--- config.mk ---
export PLATFORM = sky130hd
export DESIGN_NAME = bus_interconnect
export DESIGN_NICKNAME = d
export VERILOG_FILES = /design/src/rtl/bus_pkg.sv /design/src/rtl/bus_addr_decode.sv /design/src/rtl/bus_interconnect.sv
export SDC_FILE = /design/constraint.sdc
export NUM_CORES = 1
export LEC_CHECK = 0
export CORE_MARGIN = 2
export CORE_UTILIZATION = 40
export CTS_CLUSTER_SIZE = 12
export DETAILED_ROUTE_END_ITERATION = 8
export HOLD_SLACK_MARGIN = 0.12
export PLACE_DENSITY = 0.81
export SETUP_SLACK_MARGIN = 0.4
export SLEW_MARGIN = 40
export SYNTH_ARGS = -nofsm -noshare
export SYNTH_HDL_FRONTEND = slang
export SYNTH_SLANG_ARGS = --single-unit
--- constraint.sdc ---
create_clock -name clk -period 5.3 [get_ports clk]
set_clock_uncertainty 0.1 [all_clocks]
set_input_delay 1.59 -clock clk [delete_from_list [all_inputs] [get_ports clk]]
set_output_delay 1.59 -clock clk [all_outputs]
set_load 0.02 [all_outputs]
--- src/rtl/bus_pkg.sv ---
// ---------------------------------------------------------------------------
// bus_pkg
//   Shared declarations for the CPU data-port bus interconnect:
//     - bus_state_t   : interconnect FSM states
//     - BUS_ERR_DATA  : default read data returned with an error response
//     - slot()        : extracts element i of a packed array of w-bit slots
//   No ports (package).
// ---------------------------------------------------------------------------
package bus_pkg;

    typedef enum logic [1:0] {
        IDLE,
        ACCESS,
        RESP,
        ERR
    } bus_state_t;

    localparam logic [31:0] BUS_ERR_DATA = 32'hDEAD_BEEF;

    // Widest slot and widest packed vector slot() can handle
    // (8 slaves, up to 64-bit address/data fields).
    localparam int SLOT_MAX_W = 64;
    localparam int SLOT_VEC_W = 8 * SLOT_MAX_W;

    // Returns slot i of a packed vector built from w-bit slots (slot 0 in the
    // LSBs). Bits above w in the result belong to the next slot; callers
    // truncate the result to w bits.
    function automatic logic [SLOT_MAX_W-1:0] slot(
        input logic [SLOT_VEC_W-1:0] vec,
        input int                    i,
        input int                    w
    );
        logic [SLOT_VEC_W-1:0] shifted;
        shifted = vec >> (i * w);
        return shifted[SLOT_MAX_W-1:0];
    endfunction

endpackage

--- src/rtl/bus_addr_decode.sv ---
// ---------------------------------------------------------------------------
// bus_addr_decode
//   Combinational address decoder. Slave i is hit when
//   (addr & MASK_i) == BASE_i. When windows overlap the lowest index wins.
// Ports:
//   i_addr  in   AW    byte address to decode
//   o_sel   out  SELW  index of the selected slave (0 when no hit)
//   o_hit   out  1     1 = address falls inside at least one window
// ---------------------------------------------------------------------------
module bus_addr_decode
    import bus_pkg::*;
#(
    parameter int              AW   = 32,
    parameter int              NS   = 2,
    parameter int              SELW = 1,
    parameter logic [NS*AW-1:0] BASE = {32'h0001_0000, 32'h0000_0000},
    parameter logic [NS*AW-1:0] MASK = {32'hFFFF_FFFF, 32'hFFFF_0000}
) (
    input  logic [AW-1:0]   i_addr,
    output logic [SELW-1:0] o_sel,
    output logic            o_hit
);

    localparam logic [SLOT_VEC_W-1:0] BASE_EXT = SLOT_VEC_W'(BASE);
    localparam logic [SLOT_VEC_W-1:0] MASK_EXT = SLOT_VEC_W'(MASK);

    always_comb begin
        o_hit = 1'b0;
        o_sel = '0;
        // Walk from the highest index down so the lowest matching index is
        // the last assignment and therefore wins.
        for (int i = NS - 1; i >= 0; i--) begin
            if ((i_addr & AW'(slot(MASK_EXT, i, AW))) == AW'(slot(BASE_EXT, i, AW))) begin
                o_hit = 1'b1;
                o_sel = SELW'(i);
            end
        end
    end

endmodule

--- src/rtl/bus_interconnect.sv ---
// ---------------------------------------------------------------------------
// bus_interconnect
//   Memory-mapped decoder/arbiter between the single-cycle CPU data port and
//   NS slaves. A request is latched in IDLE, decoded, and forwarded to the
//   selected slave until it acknowledges; the CPU then sees a one-cycle
//   cpu_ack. Unmapped addresses complete with cpu_err and ERR_DATA.
//
//   Optional feature: define BUS_TIMEOUT_EN to add an ack watchdog. A slave
//   that has not acknowledged within TIMEOUT ACCESS cycles is abandoned and
//   the CPU receives the same error response as for an unmapped address.
//
// Ports:
//   clk        in   1      system clock, rising edge
//   reset      in   1      asynchronous, active-high reset
//   cpu_req    in   1      access request, held until cpu_ack
//   cpu_we     in   1      1 = write, 0 = read
//   cpu_addr   in   AW     byte address
//   cpu_wdata  in   DW     write data
//   cpu_ack    out  1      one-cycle completion pulse
//   cpu_err    out  1      valid with cpu_ack; unmapped or timed out
//   cpu_rdata  out  DW     read data, valid with cpu_ack
//   s_en       out  NS     one-hot slave enable, held until that slave acks
//   s_we       out  1      latched cpu_we
//   s_addr     out  AW     latched cpu_addr
//   s_wdata    out  DW     latched cpu_wdata
//   s_rdata    in   NS*DW  packed slave read data, slot i = slave i
//   s_ack      in   NS     slave completion strobes
// ---------------------------------------------------------------------------
module bus_interconnect
    import bus_pkg::*;
#(
    parameter int               AW       = 32,
    parameter int               DW       = 32,
    parameter int               NS       = 2,
    parameter logic [NS*AW-1:0] BASE     = {32'h0001_0000, 32'h0000_0000},
    parameter logic [NS*AW-1:0] MASK     = {32'hFFFF_FFFF, 32'hFFFF_0000},
    parameter logic [DW-1:0]    ERR_DATA = DW'(BUS_ERR_DATA),
    parameter int               TIMEOUT  = 16
) (
    input  logic             clk,
    input  logic             reset,
    input  logic             cpu_req,
    input  logic             cpu_we,
    input  logic [AW-1:0]    cpu_addr,
    input  logic [DW-1:0]    cpu_wdata,
    output logic             cpu_ack,
    output logic             cpu_err,
    output logic [DW-1:0]    cpu_rdata,
    output logic [NS-1:0]    s_en,
    output logic             s_we,
    output logic [AW-1:0]    s_addr,
    output logic [DW-1:0]    s_wdata,
    input  logic [NS*DW-1:0] s_rdata,
    input  logic [NS-1:0]    s_ack
);

    localparam int SELW = (NS > 1) ? $clog2(NS) : 1;

    bus_state_t r_state;
    bus_state_t w_next;

    logic [SELW-1:0] w_sel;
    logic            w_hit;
    logic [SELW-1:0] r_sel;
    logic [NS-1:0]   r_sel_oh;
    logic            r_we;
    logic [AW-1:0]   r_addr;
    logic [DW-1:0]   r_wdata;
    logic [DW-1:0]   r_rdata;

    logic                  w_accept;
    logic                  w_slave_ack;
    logic                  w_expire;
    logic [SLOT_VEC_W-1:0] w_rdata_ext;

    bus_addr_decode #(
        .AW   (AW),
        .NS   (NS),
        .SELW (SELW),
        .BASE (BASE),
        .MASK (MASK)
    ) u_decode (
        .i_addr (cpu_addr),
        .o_sel  (w_sel),
        .o_hit  (w_hit)
    );

    assign w_accept    = (r_state == IDLE) && cpu_req;
    // Only the selected slave may complete the access.
    assign w_slave_ack = |(s_ack & r_sel_oh);
    assign w_rdata_ext = SLOT_VEC_W'(s_rdata);

`ifdef BUS_TIMEOUT_EN
    localparam int CNTW = $clog2(TIMEOUT + 1);

    logic [CNTW-1:0] r_cnt;

    // Counts ACCESS cycles already spent; restarts for every access.
    always_ff @(posedge clk or posedge reset) begin
        if (reset) begin
            r_cnt <= '0;
        end else if (r_state == ACCESS) begin
            r_cnt <= r_cnt + CNTW'(1);
        end else begin
            r_cnt <= '0;
        end
    end

    // True in the TIMEOUT-th ACCESS cycle; a slave ack in that same cycle
    // still takes priority in the next-state logic.
    assign w_expire = (r_state == ACCESS) && (r_cnt == CNTW'(TIMEOUT - 1));
`else
    // No watchdog: the comparison is constant false and folds away.
    assign w_expire = (TIMEOUT < 0);
`endif

    always_ff @(posedge clk or posedge reset) begin
        if (reset) begin
            r_state <= IDLE;
        end else begin
            r_state <= w_next;
        end
    end

    always_comb begin
        w_next  = r_state;
        s_en    = '0;
        cpu_ack = 1'b0;
        cpu_err = 1'b0;
        case (r_state)
            IDLE: begin
                if (cpu_req) begin
                    w_next = w_hit ? ACCESS : ERR;
                end
            end
            ACCESS: begin
                s_en = r_sel_oh;
                if (w_slave_ack) begin
                    w_next = RESP;
                end else if (w_expire) begin
                    w_next = ERR;
                end
            end
            RESP: begin
                cpu_ack = 1'b1;
                w_next  = IDLE;
            end
            ERR: begin
                cpu_ack = 1'b1;
                cpu_err = 1'b1;
                w_next  = IDLE;
            end
            default: begin
                w_next = IDLE;
            end
        endcase
    end

    // Request latches and read-data capture.
    always_ff @(posedge clk or posedge reset) begin
        if (reset) begin
            r_sel    <= '0;
            r_sel_oh <= '0;
            r_we     <= 1'b0;
            r_addr   <= '0;
            r_wdata  <= '0;
            r_rdata  <= '0;
        end else begin
            if (w_accept) begin
                r_sel    <= w_sel;
                r_sel_oh <= w_hit ? (NS'(1) << w_sel) : '0;
                r_we     <= cpu_we;
                r_addr   <= cpu_addr;
                r_wdata  <= cpu_wdata;
            end
            // Writes leave the last read value visible on cpu_rdata.
            if ((r_state == ACCESS) && w_slave_ack && !r_we) begin
                r_rdata <= DW'(slot(w_rdata_ext, int'(r_sel), DW));
            end
        end
    end

    assign s_we      = r_we;
    assign s_addr    = r_addr;
    assign s_wdata   = r_wdata;
    assign cpu_rdata = (r_state == ERR) ? ERR_DATA : r_rdata;

endmodule

# Yosys cells after proc, flatten, opt, wreduce, memory -nomap -nowiden
# Index checks and enable logic that the tools add are counted.
[word_totals] reg_bits=102
[classes] n_eq_ne=6 shift=2 muxes=12 bitwise=1 n_reduce_logical=9
[ops] operator="64-bit by 6-bit right shift with 32-bit output" count=1
[ops] operator="32-bit by 17-bit == test with 1-bit output, second input constant" count=1
[ops] operator="32-bit logical NOT" count=1
[ops] operator="32-bit 2-to-1 mux" count=1
[ops] operator="2-bit 2-to-1 mux" count=5
[ops] operator="2-bit one-hot mux with 3 select lines" count=1
[ops] operator="1-bit 2-to-1 mux" count=5
[ops] operator="2-bit == test, second input constant" count=2
[ops] operator="2-bit inequality test, second input constant" count=2
[ops] operator="2-bit OR reduction" count=2
[ops] operator="1-bit logical AND" count=3
[ops] operator="2-bit AND" count=1
[ops] operator="2-bit by 1-bit == test with 1-bit output, second input constant" count=1
[ops] operator="2-bit logical NOT" count=1
[ops] operator="2-bit AND reduction" count=1
[ops] operator="1-bit by 1-bit << shifter with 2-bit output, first input constant" count=1
[ops] operator="1-bit logical NOT" count=1

# Depth between registers and ports, before layout
# Gate-level depths: netlist of the first run.
[logic_depth] word_depth=6 ltp_mapped=7

# By module
# From an unflattened synthesis of the first run, not the netlist that was laid out.
[unflattened] cells_unflattened=318 area_unflattened_um2=4660.7
[by_module_without_submodules] mod="bus_interconnect" instances=1 cells_each=305 area_each_um2=4583.1 seq_area_each_um2=2552.4
[by_module_without_submodules] mod="bus_addr_decode" instances=1 cells_each=13 area_each_um2=77.6 seq_area_each_um2=0.0

# Worst setup path after synthesis of the first run
# OpenSTA, ideal clock, no wires.
[synth_timing] path_type="register to output" startpoint="register r_sel (netlist name)" endpoint="output s_en[1]" t_arrival_ns=1.069 required_ns=3.610 setup_slack_ns=2.541 stages_incl_launch_ff=5 n_path_buf=2 cell_sequence="dfrtp_1 buf_4 buf_2 inv_1 nor2_1"
[synth_lines] element="end: declaration" line="bus_interconnect.sv:49" text="output logic [NS-1:0] s_en,"

# Worst setup path in the final report of the first run
[layout_timing] startpoint="register r_state[1]" endpoint="output cpu_rdata[29]"
[layout_via] elab_chain_cells=2
[layout_rtl] element="start: declaration" line="bus_interconnect.sv:59" text="bus_state_t r_state;"
[layout_rtl] element="start signal: assignment" line="bus_interconnect.sv:121" text="r_state <= w_next;"
[layout_rtl] element="2-bit == test" line="bus_interconnect.sv:186" text="assign cpu_rdata = (r_state == ERR) ? ERR_DATA : r_rdata;"
[layout_rtl] element="32-bit 2-to-1 mux" line="bus_interconnect.sv:186"
[layout_rtl] element="end: declaration" line="bus_interconnect.sv:48" text="output logic [DW-1:0] cpu_rdata,"
# Every way passes these cells.

==> results_dict.tcl, run 1 <==
set metrics [dict create \
    fillers 896 \
    cts_tree "done" \
    period_share_pct 72.0 \
    core_um2 11000 \
    power_density_nw_per_um2 522 \
    first_iter_violations 182 \
    num_rows 38 \
    syn_nets 622 \
    synth_ff_type "dfrtp_1" \
    leakage_nw 3.26 \
    antenna_found_initial 0 \
    grt_setup_unrepaired "false" \
    synthTopCellsByArea "dfrtp_1, nand2_1, mux2i_1" \
    via_per_inst 4.77 \
    first_global_vias 4061 \
    cts_buffers 9 \
    layout-drive-gt1-share_pct 7.72 \
    antennaDiodeCount 0 \
    clk_path_buf_depth 2 \
    timing.rr.end "r_rdata[15]$_DFFE_PP0P_" \
    cp_max_fo 33 \
    num_vias 4060 \
    cp-startpoint "r_state[1]$_DFFE_PP0P_" \
    clockRootBuffer "clkbuf_16" \
    reg2reg_slack_ps 3090 \
    endpoint_kind "output port" \
    r2r_start "r_sel$_DFFE_PP0P_" \
    synth_top_cell_by_area "dfrtp_1" \
    io-pin-count 235 \
    cp-start-kind "register" \
    drc_errors 0 \
    ys_seq_area_share_pct 55.4 \
    setup.worst_path.end "cpu_rdata[29]" \
    syn_avg_cell_area_um2 9.35 \
    ctsResizeCount 0 \
    reg2reg_depth 6 \
    max_freq_ghz 0.262 \
    slew_violations 0 \
    nets 842 \
    tightest_slew_ps 741 \
    synth_most_common_cell "nand2_1" \
    outcome "complete, no violations" \
    synthArstFlopShare_pct 100 \
    synth_top_area_share_pct 55.4 \
    setup-violations-final 0 \
    port-buffer-count 234 \
    clk_pin_slew_worst_paths_ps 60 \
    period_needed_ps 3810 \
    ctsHoldBuffers 0 \
    final_hold_viol_count 0 \
    tns_ps 0 \
    vdd.ir_drop.worst_mv 0.291 \
    netlist_instances 488 \
    slew-limit-headroom_pct 50.6 \
    wire_per_inst_um 14.9 \
    place_congestion 0.801 \
    synth_seq_cells 101 \
    die_w_um 111 \
    cap_violations 0 \
    grt_util_all_layers_pct 20.9 \
    syn_to_final_growth_pct 58.6 \
    drtAntennaViolNets 0 \
    clock_latency_ps 330 \
    postCtsSetupBuffers 0 \
    first_pass_iters 6 \
    cts_htree_levels 3 \
    synth_warnings 0 \
    die-area_um2 12300 \
    synthTopCellsByCount "nand2_1, dfrtp_1, nor2_1" \
    synth_area_um2 4560 \
    holdWs_ps 375 \
    detail_route.wirelength_um 12700 \
    fp.dieH_um 111 \
    grt_max_degree 77 \
    grt_pass1_wl_um 20700 \
    dp.final_hpwl_um 9600 \
    crit_required_ps 3610 \
    clock_sinks 101 \
    multiInputGateArea_um2 1860 \
    grt_overflow_total 0 \
    hp-class "register to register" \
    arrival_ps 2120 \
    post_synth_num_cell_types 28 \
    crit_type "register to output port" \
    start_util_pct 41.5 \
    register_area_um2 2530 \
    finalPower_mw 3.78 \
    synth_edf_count 0 \
]
## cell families after synthesis
| family | Yosys count | synth area share (%) |
|---|---|---|
| AOI/OAI and AO/OA | 39 | 7.19 |
| buffers and inverters | 33 | 4.11 |
| DFF | 101 | 55.4 |
| muxes | 32 | 7.02 |
| and+or+nand+nor | 283 | 26.3 |
## metal layers
layer / track usage (%) / up-vias / share of wire, %
li1: - / 1985 / -
met1: 23.9 / 1912 / 40
met2: 37.0 / 145 / 52
met3: 5.80 / 18 / 6.6
met4: 8.25 / 0 / 1.8
met5: 0 / - / 0
## critical path, stage by stage (launching register included)
cell             delay (ps)
dfrtp_1                 460
nand2_2                 470
and2_1                  230
clkdlybuf4s50_1         630
## metrics by stage
stage / utilization (%) / std cells / worst slack (ps) / area (um^2)
after floorplan: - / 488 / 963 / 4560
after global placement: 63.3 / 837 / 1620 / 6950
after detailed placement: 63.3 / 837 / 1830 / 6960
after CTS: 65.9 / 852 / 1450 / 7230
after global routing: 65.9 / 852 / 1380 / 7230
final: 65.9 / 852 / 1490 / 7230
## worst min path at each step
| stage | endpoint | start | depth (start not counted) | slack [ps] |
|---|---|---|---|---|
| 6_report | s_addr[19]$_DFFE_PP0P_ | s_addr[19]$_DFFE_PP0P_ | 2 | 370 |
| 4_1_cts | s_addr[12]$_DFFE_PP0P_ | s_addr[12]$_DFFE_PP0P_ | 2 | 380 |
| 3_3_place_gp | s_addr[28]$_DFFE_PP0P_ | s_addr[28]$_DFFE_PP0P_ | 2 | 360 |
| 5_1_grt | s_wdata[0]$_DFFE_PP0P_ | s_wdata[0]$_DFFE_PP0P_ | 2 | 400 |
| 3_5_place_dp | s_addr[12]$_DFFE_PP0P_ | s_addr[12]$_DFFE_PP0P_ | 2 | 360 |
| 2_1_floorplan | r_state[0]$_DFFE_PP0P_ | r_state[1]$_DFFE_PP0P_ | 1 | 360 |
## power by group
part / switching, mW / leakage [nW] / internal (mW) / total [mW]
Clock: 0.265 / 0.135 / 0.342 / 0.606
Combinational: 1.00 / 1.85 / 0.895 / 1.90
Sequential: 0.181 / 1.28 / 1.09 / 1.28
## cell type report
| type | count | share of cell area (%) |
|---|---|---|
| timing repair buffer | 238 | 32.8 |
| sequential | 101 | 35.0 |
| tap | 140 | 2.42 |
| inverter | 4 | 0.277 |
| clock buffer | 12 | 3.55 |
| multi-input combinational | 354 | 25.7 |
| clock inverter | 3 | 0.294 |
## cells in the final DEF (no fill, tap or decap), types with 2 or more instances in the layout
cell type and n:
nor2_1 35, nor4_1 5, clkdlybuf4s50_1 234, and2_1 8
clkbuf_16 9, mux2i_1 32, inv_1 3, dfrtp_1 100
buf_4 4, nand2_1 199, clkbuf_8 2, or3_1 3
a21oi_1 5, nand2b_1 25, a21oi_2 28
## registers in the layout (all words and copies together) (netlist names)
register / flops
r_state: 2
r_sel_oh: 1
s_addr: 32
s_wdata: 32
s_we: 1
r_rdata: 32
r_sel: 1
No activity file was read; power rests on OpenSTA's default activity.
==> run 2: changes to the inputs <==
--- a/config.mk
+++ b/config.mk
@@ -6,11 +6,11 @@
 export NUM_CORES = 1
 export LEC_CHECK = 0
 export CORE_MARGIN = 2
-export CORE_UTILIZATION = 40
+export CORE_UTILIZATION = 36
 export CTS_CLUSTER_SIZE = 12
 export DETAILED_ROUTE_END_ITERATION = 8
 export HOLD_SLACK_MARGIN = 0.12
-export PLACE_DENSITY = 0.81
+export PLACE_DENSITY = 0.77
 export SETUP_SLACK_MARGIN = 0.4
 export SLEW_MARGIN = 40
 export SYNTH_ARGS = -nofsm -noshare
==> constraint.sdc (replaced) <==
create_clock -name clk -period 3.2 [get_ports clk]
set_clock_uncertainty 0.1 [all_clocks]
set_input_delay 0.96 -clock clk [delete_from_list [all_inputs] [get_ports clk]]
set_output_delay 0.96 -clock clk [all_outputs]
set_load 0.02 [all_outputs]
==> run 2 against run 1 <==
Design area increased by 2.0%. Via count barely moved. Worst setup slack worse by 950 ps. First-iteration DRC count is 3.3% lower. Final cell count grew 4.1%. Global-route usage shrank 2.2 points. Utilization is 6.9 points lower. Non-clock buffer count rose by 2. Wire length rose by 1.2%. Sequential share of layout area decreased by 0.66 points. Critical endpoint is now cpu_rdata[4].
==> results_dict.tcl, run 2 (synthesis gave the netlist of run 1 again) <==
set metrics [dict create \
    cts_buffers 9 \
    clk_path_buf_depth 2 \
    clk_pin_slew_worst_paths_ps 70 \
    hp-class "register to register" \
    cap_violations 0 \
    endpoint_kind "output port" \
    postLayoutCoreUtil_pct 58.9 \
    busiest_layer "met2" \
    grt_setup_unrepaired "false" \
    placed_cells 871 \
    outcome "complete, no violations" \
    crit_required_ps 2140 \
    combPwrFrac_pct 47.7 \
    detail_route.wirelength_um 12800 \
    finalPower_mw 6.41 \
    leakage_nw 3.44 \
    pwr-share-seq_pct 32.8 \
    pwr-share-clk_pct 19.5 \
    drtAntennaViolNets 0 \
    layout-drive-gt1-share_pct 8.11 \
    via_per_inst 4.58 \
    cp_max_fo 33 \
    place_area_um2 7050 \
    fin_area_um2 7380 \
    first_global_vias 4107 \
    die-area_um2 13600 \
    max_freq_ghz 0.376 \
    arrival_ps 1600 \
    slew_violations 0 \
    num_vias 4062 \
    antenna_found_initial 0 \
    first_pass_iters 4 \
    port-buffer-count 234 \
    tns_ps 0 \
    grt_use_met3_pct 5.09 \
    wire_per_inst_um 14.5 \
    start_util_pct 36.4 \
    grt_util_all_layers_pct 18.7 \
    period_needed_ps 2660 \
    grt_max_degree 102 \
    p_switching_mw 2.42 \
    clockRootBuffer "clkbuf_16" \
    power.internal_mw 3.99 \
    die_w_um 117 \
    tightest_slew_ps 600 \
    layout_common_cells "nand2_1, clkdlybuf4s50_1, dfrtp_1" \
    syn_to_final_growth_pct 61.7 \
    crit_type "register to output port" \
    setup-violations-final 0 \
    grt_overflow_total 0 \
    core_um2 12500 \
    fp.dieH_um 117 \
    period_share_pct 83.1 \
    cts_htree_levels 3 \
    grtUsageMet2_pct 32.5 \
    vdd.ir_drop.worst_mv 0.465 \
    cp-start-kind "register" \
    use_met1_pct 21.9 \
    drc_errors 0 \
    final_hold_viol_count 0 \
    stdcell_count 887 \
    grt_pass1_wl_um 20000 \
    io-pin-count 235 \
    clock_latency_ps 330 \
    num_rows 41 \
    place_congestion 0.821 \
    power_density_nw_per_um2 869 \
    reg2reg_slack_ps 1290 \
    clock_sinks 101 \
    slew-limit-headroom_pct 60.0 \
    first_iter_violations 176 \
    cts_tree "done" \
    antennaDiodeCount 0 \
    final_common_cell "nand2_1" \
    dp.final_hpwl_um 9620 \
    switching_share_pct 37.8 \
    nets 844 \
]
## run 2: cell types whose count changed in the layout (fill, tap and decap cells not counted), moves of 3 or more
cell | before | now
buf_12 | 0 | 5
buf_4 | 4 | 1
bufinv_16 | 0 | 3
clkdlybuf4s50_1 | 234 | 199
dlygate4sd2_1 | 0 | 34
## run 2: layer usage
layer,vias up,part of all wire (%)
met5,-,0
met4,0,3.1
met3,25,8.2
met2,155,49
met1,1894,39
li1,1988,-
## run 2: repair_timing
action / CTS / global route
endpoints found under the setup margin: 35 / 1
hold buffers: 0 / 0
pin swaps: 0 / 0
buffers inserted: 0 / 0
resized for setup: 38 / 1
## run 2: path summary, 6_finish.rpt
check | start | endpoint | depth (start not counted)
max | r_state[1]$_DFFE_PP0P_ | cpu_rdata[4] | 4
min | s_wdata[15]$_DFFE_PP0P_ | s_wdata[15]$_DFFE_PP0P_ | 2
max reg2reg | r_sel$_DFFE_PP0P_ | r_rdata[2]$_DFFE_PP0P_ | 6
min reg2reg | s_wdata[15]$_DFFE_PP0P_ | s_wdata[15]$_DFFE_PP0P_ | 2
max in group asynchronous | reset | r_sel$_DFFE_PP0P_ | 3
min in group asynchronous | reset | s_wdata[6]$_DFFE_PP0P_ | 3
## run 2: area by class of cell
cell class | count | area [um^2]
Clock inverter | 5 | 106
Sequential cell | 101 | 2530
Fill cell | 1111 | 5140
Multi-Input combinational cell | 354 | 1850
Timing Repair Buffer | 240 | 2410
Clock buffer | 11 | 243
Inverter | 4 | 18.8
Tap cell | 172 | 215
## run 2: metrics by stage
step                      hold WS [ps]  worst slack (ps)
after floorplan                    363               936
after global placement             358               514
after detailed placement           362               476
after CTS                          378               421
after global routing               406               463
final                              374               540
## run 2: critical path, stage by stage, from the launching register on
cell           delay, ps
dfrtp_2              450
nand2_1              140
buf_12               190
and2_1               140
dlygate4sd2_1        330
## run 2: power groups by stage
stage	Clock, mW	Combinational (mW)	Sequential [mW]
floorplan	0	1.13	2.57
global placement	0	3.16	2.09
detailed placement	0	3.22	2.12
CTS	1.28	3.10	2.10
global route	1.33	3.31	2.17
finish	1.25	3.06	2.10
